===== config.mk =====
export PLATFORM = sky130hd
export DESIGN_NAME = pheap_level_unit
export DESIGN_NICKNAME = d
export VERILOG_FILES = /design/src/rtl/pheap_level_unit_pkg.sv /design/src/rtl/pheap_level_unit_node_mem.sv /design/src/rtl/pheap_level_unit.sv
export SDC_FILE = /design/constraint.sdc
export NUM_CORES = 1
export LEC_CHECK = 0
export ABC_AREA = 1
export CAP_MARGIN = 40
export CORE_ASPECT_RATIO = 0.7
export CORE_MARGIN = 2
export CORE_UTILIZATION = 55
export CTS_CLUSTER_SIZE = 28
export DETAILED_ROUTE_END_ITERATION = 10
export PLACE_DENSITY = 0.92
export SYNTH_ARGS = -nofsm -noshare
export SYNTH_HDL_FRONTEND = slang
export SYNTH_SLANG_ARGS = --single-unit

===== constraint.sdc =====
create_clock -name clk -period 4.86 [get_ports clk]
set_input_delay 0.972 -clock clk [delete_from_list [all_inputs] [get_ports clk]]
set_output_delay 0.972 -clock clk [all_outputs]
set_load 0.02 [all_outputs]

===== src/rtl/pheap_level_unit_pkg.sv =====
// pheapTypes: shared types for the pipelined-heap level units.
//   opcode_t : NOP / ENQ / DEQ operation code
//   done_t   : DONE (idle) / BUSY / NEXT_LEVEL (one-cycle forward strobe)
//   entry_t  : heap node {cap = free slots in subtree, pri = priority value}
//   capmax() : free-slot count of an empty subtree rooted at a given level
package pheapTypes;

    localparam int DEF_LEVELS = 4;

    typedef enum logic [1:0] {
        NOP = 2'd0,
        ENQ = 2'd1,
        DEQ = 2'd2
    } opcode_t;

    typedef enum logic [1:0] {
        DONE       = 2'd0,
        BUSY       = 2'd1,
        NEXT_LEVEL = 2'd2
    } done_t;

    typedef struct packed {
        logic [15:0] cap;
        logic [31:0] pri;
    } entry_t;

    // 2**(levels-lvl+1)-1; evaluates to 0 one level below the last level,
    // so nothing there ever reads as occupied.
    function automatic logic [15:0] capmax(input int levels, input int lvl);
        return 16'((1 << (levels - lvl + 1)) - 1);
    endfunction

endpackage


===== src/rtl/pheap_level_unit_node_mem.sv =====
// pheap_node_mem: node storage for one heap level.
//   2**(LEVEL-1) entries, async active-low reset to {CAPMAX(LEVEL),0}.
//   clk, rst          : clock / async active-low reset
//   we_i/waddr_i/wdata_i : single write port
//   raddr_i/rdata_o   : own synchronous read port (engine side)
//   paddr_i           : parent-side pair index (ignored when LEVEL==2)
//   pRdL_o/pRdR_o     : registered entries 2*paddr / 2*paddr+1, write-through
module pheap_node_mem
    import pheapTypes::*;
#(
    parameter  int LEVEL  = 2,
    parameter  int LEVELS = DEF_LEVELS,
    localparam int AW     = LEVEL - 1,
    localparam int PAW    = (LEVEL > 2) ? LEVEL - 2 : 1
) (
    input  logic           clk,
    input  logic           rst,
    input  logic           we_i,
    input  logic [AW-1:0]  waddr_i,
    input  entry_t         wdata_i,
    input  logic [AW-1:0]  raddr_i,
    output entry_t         rdata_o,
    input  logic [PAW-1:0] paddr_i,
    output entry_t         pRdL_o,
    output entry_t         pRdR_o
);

    localparam int     NODES = 2 ** (LEVEL - 1);
    localparam entry_t RST_E = '{cap: capmax(LEVELS, LEVEL), pri: 32'd0};

    entry_t          mem_q [NODES];
    logic [AW-1:0]   idx_l, idx_r;

    if (LEVEL > 2) begin : g_pair
        assign idx_l = {paddr_i, 1'b0};
        assign idx_r = {paddr_i, 1'b1};
    end else begin : g_pair_root
        // Only one pair exists; the parent address is a tied-off stub.
        logic unused_paddr;
        assign unused_paddr = ^paddr_i;
        assign idx_l = AW'(0);
        assign idx_r = AW'(1);
    end

    always_ff @(posedge clk or negedge rst) begin
        if (!rst) begin
            for (int i = 0; i < NODES; i++) mem_q[i] <= RST_E;
            rdata_o <= RST_E;
            pRdL_o  <= RST_E;
            pRdR_o  <= RST_E;
        end else begin
            if (we_i) mem_q[waddr_i] <= wdata_i;
            rdata_o <= mem_q[raddr_i];
            // Parent sees a same-edge write immediately.
            pRdL_o  <= (we_i && waddr_i == idx_l) ? wdata_i : mem_q[idx_l];
            pRdR_o  <= (we_i && waddr_i == idx_r) ? wdata_i : mem_q[idx_r];
        end
    end

endmodule


===== src/rtl/pheap_level_unit.sv =====
// pheap_level_unit: one P-heap pipeline stage (node storage + ENQ/DEQ engine).
//   clk, rst           : clock / async active-low reset
//   start/op/in/startPos : operation launch (accepted when idle or forwarding)
//   raddrBot, rBotL/R  : child-pair read request to / data from level LEVEL+1
//   paddr, pRdL/pRdR   : parent-side pair read of this level's nodes
//   done               : DONE / BUSY / NEXT_LEVEL strobe
//   out, endPos        : forwarded/removed value and {pos,dir} next-level index
// Optional build macro PHEAP_OVF_FLAG_EN adds output err: one-cycle pulse on
// ENQ overflow or DEQ underflow.
module pheap_level_unit
    import pheapTypes::*;
#(
    parameter  int LEVEL  = 2,
    parameter  int LEVELS = DEF_LEVELS,
    localparam int AW     = LEVEL - 1,
    localparam int PAW    = (LEVEL > 2) ? LEVEL - 2 : 1
) (
    input  logic           clk,
    input  logic           rst,
    input  logic           start,
    input  opcode_t        op,
    input  logic [31:0]    in,
    input  logic [AW-1:0]  startPos,
    output logic [AW-1:0]  raddrBot,
    input  entry_t         rBotL,
    input  entry_t         rBotR,
    input  logic [PAW-1:0] paddr,
    output entry_t         pRdL,
    output entry_t         pRdR,
    output done_t          done,
    output logic [31:0]    out,
    output logic [LEVEL-1:0] endPos
`ifdef PHEAP_OVF_FLAG_EN
   ,output logic           err
`endif
);

    localparam logic [15:0] CAP_SELF  = capmax(LEVELS, LEVEL);
    localparam logic [15:0] CAP_CHILD = capmax(LEVELS, LEVEL + 1);

    typedef enum logic [1:0] {S_IDLE, S_READ, S_EXEC, S_FWD} state_t;

    state_t          state_q;
    done_t           done_q;
    opcode_t         op_q;
    logic [31:0]     val_q, out_q;
    logic [AW-1:0]   pos_q, raddr_q;
    logic [LEVEL-1:0] endpos_q;

    entry_t          node;
    entry_t          wdata_d;
    logic            we_d, fwd_d, upd_d, dir_d, flag_d;
    logic [31:0]     out_d;
    logic            occ, l_occ, r_occ;

    pheap_node_mem #(.LEVEL(LEVEL), .LEVELS(LEVELS)) u_mem (
        .clk     (clk),
        .rst     (rst),
        .we_i    (we_d && state_q == S_EXEC),
        .waddr_i (pos_q),
        .wdata_i (wdata_d),
        .raddr_i (pos_q),
        .rdata_o (node),
        .paddr_i (paddr),
        .pRdL_o  (pRdL),
        .pRdR_o  (pRdR)
    );

    assign occ   = node.cap < CAP_SELF;
    assign l_occ = (LEVEL < LEVELS) && (rBotL.cap < CAP_CHILD);
    assign r_occ = (LEVEL < LEVELS) && (rBotR.cap < CAP_CHILD);

    // EXEC-cycle decision; only takes effect while state_q == S_EXEC.
    always_comb begin
        we_d    = 1'b0;
        wdata_d = node;
        fwd_d   = 1'b0;
        upd_d   = 1'b0;
        dir_d   = 1'b0;
        flag_d  = 1'b0;
        out_d   = out_q;
        case (op_q)
            ENQ: begin
                if (node.cap == 16'd0) begin
                    flag_d = 1'b1;
                end else if (!occ) begin
                    we_d    = 1'b1;
                    wdata_d = '{cap: node.cap - 16'd1, pri: val_q};
                end else begin
                    // Keep the larger value here, push the smaller one down
                    // into the subtree with more room.
                    we_d    = 1'b1;
                    upd_d   = 1'b1;
                    fwd_d   = 1'b1;
                    wdata_d = '{cap: node.cap - 16'd1,
                                pri: (val_q > node.pri) ? val_q : node.pri};
                    out_d   = (val_q > node.pri) ? node.pri : val_q;
                    dir_d   = rBotR.cap > rBotL.cap;
                end
            end
            DEQ: begin
                if (!occ) begin
                    flag_d = 1'b1;
                end else if (!l_occ && !r_occ) begin
                    we_d    = 1'b1;
                    upd_d   = 1'b1;
                    wdata_d = '{cap: node.cap + 16'd1, pri: 32'd0};
                    out_d   = node.pri;
                end else begin
                    // Promote the larger occupied child; the hole moves down.
                    we_d    = 1'b1;
                    upd_d   = 1'b1;
                    fwd_d   = 1'b1;
                    dir_d   = r_occ && (!l_occ || rBotR.pri > rBotL.pri);
                    wdata_d = '{cap: node.cap + 16'd1,
                                pri: dir_d ? rBotR.pri : rBotL.pri};
                    out_d   = node.pri;
                end
            end
            default: ;
        endcase
    end

`ifdef PHEAP_OVF_FLAG_EN
    logic err_q;
    assign err = err_q;
`else
    logic unused_flag;
    assign unused_flag = flag_d;
`endif

    always_ff @(posedge clk or negedge rst) begin
        if (!rst) begin
            state_q  <= S_IDLE;
            done_q   <= DONE;
            op_q     <= NOP;
            val_q    <= '0;
            pos_q    <= '0;
            raddr_q  <= '0;
            out_q    <= '0;
            endpos_q <= '0;
`ifdef PHEAP_OVF_FLAG_EN
            err_q    <= 1'b0;
`endif
        end else begin
`ifdef PHEAP_OVF_FLAG_EN
            err_q <= 1'b0;
`endif
            case (state_q)
                S_IDLE, S_FWD: begin
                    state_q <= S_IDLE;
                    done_q  <= DONE;
                    if (start) begin
                        state_q <= S_READ;
                        done_q  <= BUSY;
                        op_q    <= op;
                        val_q   <= in;
                        pos_q   <= startPos;
                        raddr_q <= startPos;
                    end
                end
                S_READ: begin
                    state_q <= S_EXEC;
                    done_q  <= BUSY;
                end
                S_EXEC: begin
                    state_q <= fwd_d ? S_FWD : S_IDLE;
                    done_q  <= fwd_d ? NEXT_LEVEL : DONE;
                    if (upd_d) begin
                        out_q    <= out_d;
                        endpos_q <= {pos_q, dir_d};
                    end
`ifdef PHEAP_OVF_FLAG_EN
                    err_q <= flag_d;
`endif
                end
                default: begin
                    state_q <= S_IDLE;
                    done_q  <= DONE;
                end
            endcase
        end
    end

    assign done     = done_q;
    assign out      = out_q;
    assign endPos   = endpos_q;
    assign raddrBot = raddr_q;

endmodule


==> results.py <==
metrics = {
    "floorplan": {
        "die_w_um": 204,
        "initial_utilization_pct": 55.7,
        "die_h_um": 144,
        "num_io_pins": 268,
        "die_area_um2": 29400,
        "rows": 51,
        "core_um2": 27700,
    },
    "clocking": {
        "cts_max_path_buffers": 3,
        "insertion_delay_ns": 0.58,
        "postCtsHoldBufs": 0,
        "clock-sinks": 313,
        "path_clk_slew_ns": 0.08,
        "root_buffer": "clkbuf_16",
        "cts_resized": 0,
        "htreeDepth": 1,
        "cts_tree": "yes",
        "cts_setup_buffers": 0,
        "numCtsBuffers": 30,
    },
    "setup_path": {
        "worst-path-buf-inv": 2,
        "critical_path_required_ns": 5.31,
        "endpoint_kind": "register",
        "crit_type": "reg -> reg",
        "worstPathArrival_ns": 4.09,
        "crit_family": "simple AND/OR/NAND/NOR gates",
        "startpoint_type": "register",
        "worstPathMaxFanout": 17,
        "regToRegSetupSlack_ns": 1.21,
        "path_cells": "inv_1 > ha_1 > nand2_1 > nor2_1 > nand2_1 > nor4_1 > nand4_1 > nand2_1 > nand2_1 > nand2_1 > buf_4 > nand2_1 > nand3_1 > nand2_1 > nand2_1 > nand2_1 > nand2_1 > nand2_1",
        "critPathMaxStageDelay_ns": 0.60,
        "cpMostUsedCell": "nand2_1",
        "crit_path_top_delay_cell": "nand2_1",
    },
    "power_and_ir_drop": {
        "p_per_area_nw_per_um2": 743,
        "ir_drop_mv": 0.986,
        "leakagePower_nw": 9.72,
        "fin_total_pwr_mw": 14.5,
    },
    "yosys": {
        "async_flop_share_pct": 100,
        "yosys-top-cells-area": "dfrtp_1 48%, nand2_1 17%, ha_1 7.0%",
        "netlist_area_um2": 15400,
        "ys_ff_latch": 313,
        "synth.top_cell.area_share_pct": 48.4,
        "syn-num-nets": 2146,
        "yosys.area.top_type": "dfrtp_1",
        "yosysSeqAreaShare_pct": 50.9,
        "synth_cell_types": 38,
        "synth_edf_count": 0,
        "avgSynthCellArea_um2": 8.01,
        "synth_ff_type": "dfrtp_1",
        "synthCells": 1925,
        "ys_warn_count": 0,
    },
    "timing": {
        "setup_slack_ns": 1.21,
        "finalCritPeriodShare_pct": 75.0,
        "rsz0062_at_grt": "no",
        "min_period_ns": 3.65,
        "fin_setup_tns_ns": 0,
        "slew_headroom_pct": 39.2,
        "fmax_mhz": 274,
        "finalMaxSlewViolations": 0,
        "finalHoldViolCount": 0,
        "setup_violations": 0,
        "finClkSkew_ns": 0.0355,
        "tightest_slew_ns": 0.913,
    },
    "outcome": {
        "status": "completed",
    },
    "grt": {
        "overflow": 0,
        "grt_use_total_pct": 32.3,
        "grt_max_degree": 114,
        "grt_pass1_wl_mm": 74.4,
        "antenna_found_initial": 4,
        "grt_pass1_vias": 14800,
    },
    "placement": {
        "dp_hpwl_mm": 31.8,
        "gp_congestion": 0.953,
        "dpl-instance-area_um2": 18400,
        "port_buffers": 266,
        "dp_cells": 2501,
        "preCtsSetupSlack_ns": 0.890,
    },
    "layout": {
        "syn_to_final_growth_pct": 26.8,
        "finalNonFillerCells": 2558,
        "fill_cells": 1977,
        "multiInputGateArea_um2": 6320,
        "regArea_um2": 7850,
        "drive_gt1_share_pct": 5.13,
        "finalNetCount": 2383,
        "final_cell_mix": "706 x nand2_1, 297 x dfrtp_1, 265 x clkdlybuf4s50_1",
        "final_common_cell": "nand2_1",
        "final_area_um2": 19500,
    },
    "detailed_routing": {
        "viasPerCell": 5.68,
        "drt.antenna.violating_nets": 0,
        "routed_wl_mm": 47.5,
        "remaining_drc_errors": 0,
        "drt_iter0_drc": 1286,
        "num_vias": 14500,
        "drtPass1Iterations": 6,
        "wire_per_inst_um": 18.6,
    },
    "flow_run": {
        "maxCapViolCount": 0,
    },
    "hold_path": {
        "hp-class": "in -> async",
    },
}
-- synthesized netlist by cell type, types with 2 or more instances --
cell      count
a21o_1        2
a21oi_1      89
buf_1         8
buf_2        13
buf_6         4
clkbuf_1     60
dfrtp_1     298
dfstp_2      15
ha_1         86
inv_1       234
inv_2         3
nand2_1     708
nand3_1     141
nand4_1       9
nor2_1       81
nor2_2        3
nor2_4        2
nor3_1        5
nor4_1        7
o211ai_1     33
o21a_1        4
o21ai_0      95
o21ai_1       6
o22ai_1       3
xor2_1        3
-- final timing paths --
check	startpoint	to	depth (start not counted)
max	u_mem.rdata_o[31]	u_mem.mem_q[30]	18
max reg2reg	u_mem.rdata_o[31]	u_mem.mem_q[30]	18
min	rst	u_mem.rdata_o[10]	1
max in group asynchronous	rst	raddrBot	2
min in group clk	u_mem.mem_q[12]	u_mem.rdata_o[12]	2
min reg2reg	u_mem.mem_q[12]	u_mem.rdata_o[12]	2
-- per-stage QoR --
step / utilization (%) / hold WS [ns]
final: 70.6 / 0.420
after global placement: 66.4 / 0.448
after floorplan: - / 0.442
after CTS: 70.5 / 0.460
after detailed placement: 66.6 / 0.451
after global routing: 70.6 / 0.475
-- sequential cells by signal, indices dropped and copies added, names as in the netlist --
name,count
u_mem.mem_q,96
u_mem.pRdL_o,48
u_mem.pRdR_o,48
u_mem.rdata_o,48
out,32
val_q,32
done,2
endPos,2
op_q,2
state_q,2
raddrBot,1
-- metal layers --
metal	routed length, um	global-route usage (%)	vias up
met5	0	0	-
met4	2380	15.9	0
li1	-	-	6561
met3	4790	6.92	199
met2	22100	53.7	944
met1	18200	40.5	6823
-- cell families after synthesis --
| kind of cell | after synthesis | synth area share, % |
|---|---|---|
| buffers and inverters | 324 | 8.20 |
| adders and majority gates | 86 | 6.98 |
| DFF | 313 | 50.9 |
| and+or+nand+nor | 960 | 25.1 |
| xor gates and xnor gates | 4 | 0.227 |
| AOI/OAI and AO/OA | 238 | 8.59 |
-- report_power, final --
group	switching (mW)	leakage [nW]	internal [mW]
registers	0.617	3.53	3.55
clock network	1.07	0.537	1.54
logic	5.30	5.66	2.46
-- cell type report --
type,count,area share [%]
flip-flops and latches,313,40.2
multi-input cells,1288,32.4
repair buffers,291,14.9
inverters,238,4.57
clock buffers,36,4.22
well taps,371,2.38
clock inverters,19,1.36
diodes,2,0.0256
-- worst register-to-register path, delay by kind of cell (launching register included) --
family                     cells  cell delay (ns)
adders and majority gates      1             0.30
and+or+nand+nor               15             2.42
buffers and inverters          2             0.46
DFF                            1             0.36
(Power assumes the default switching activity.)
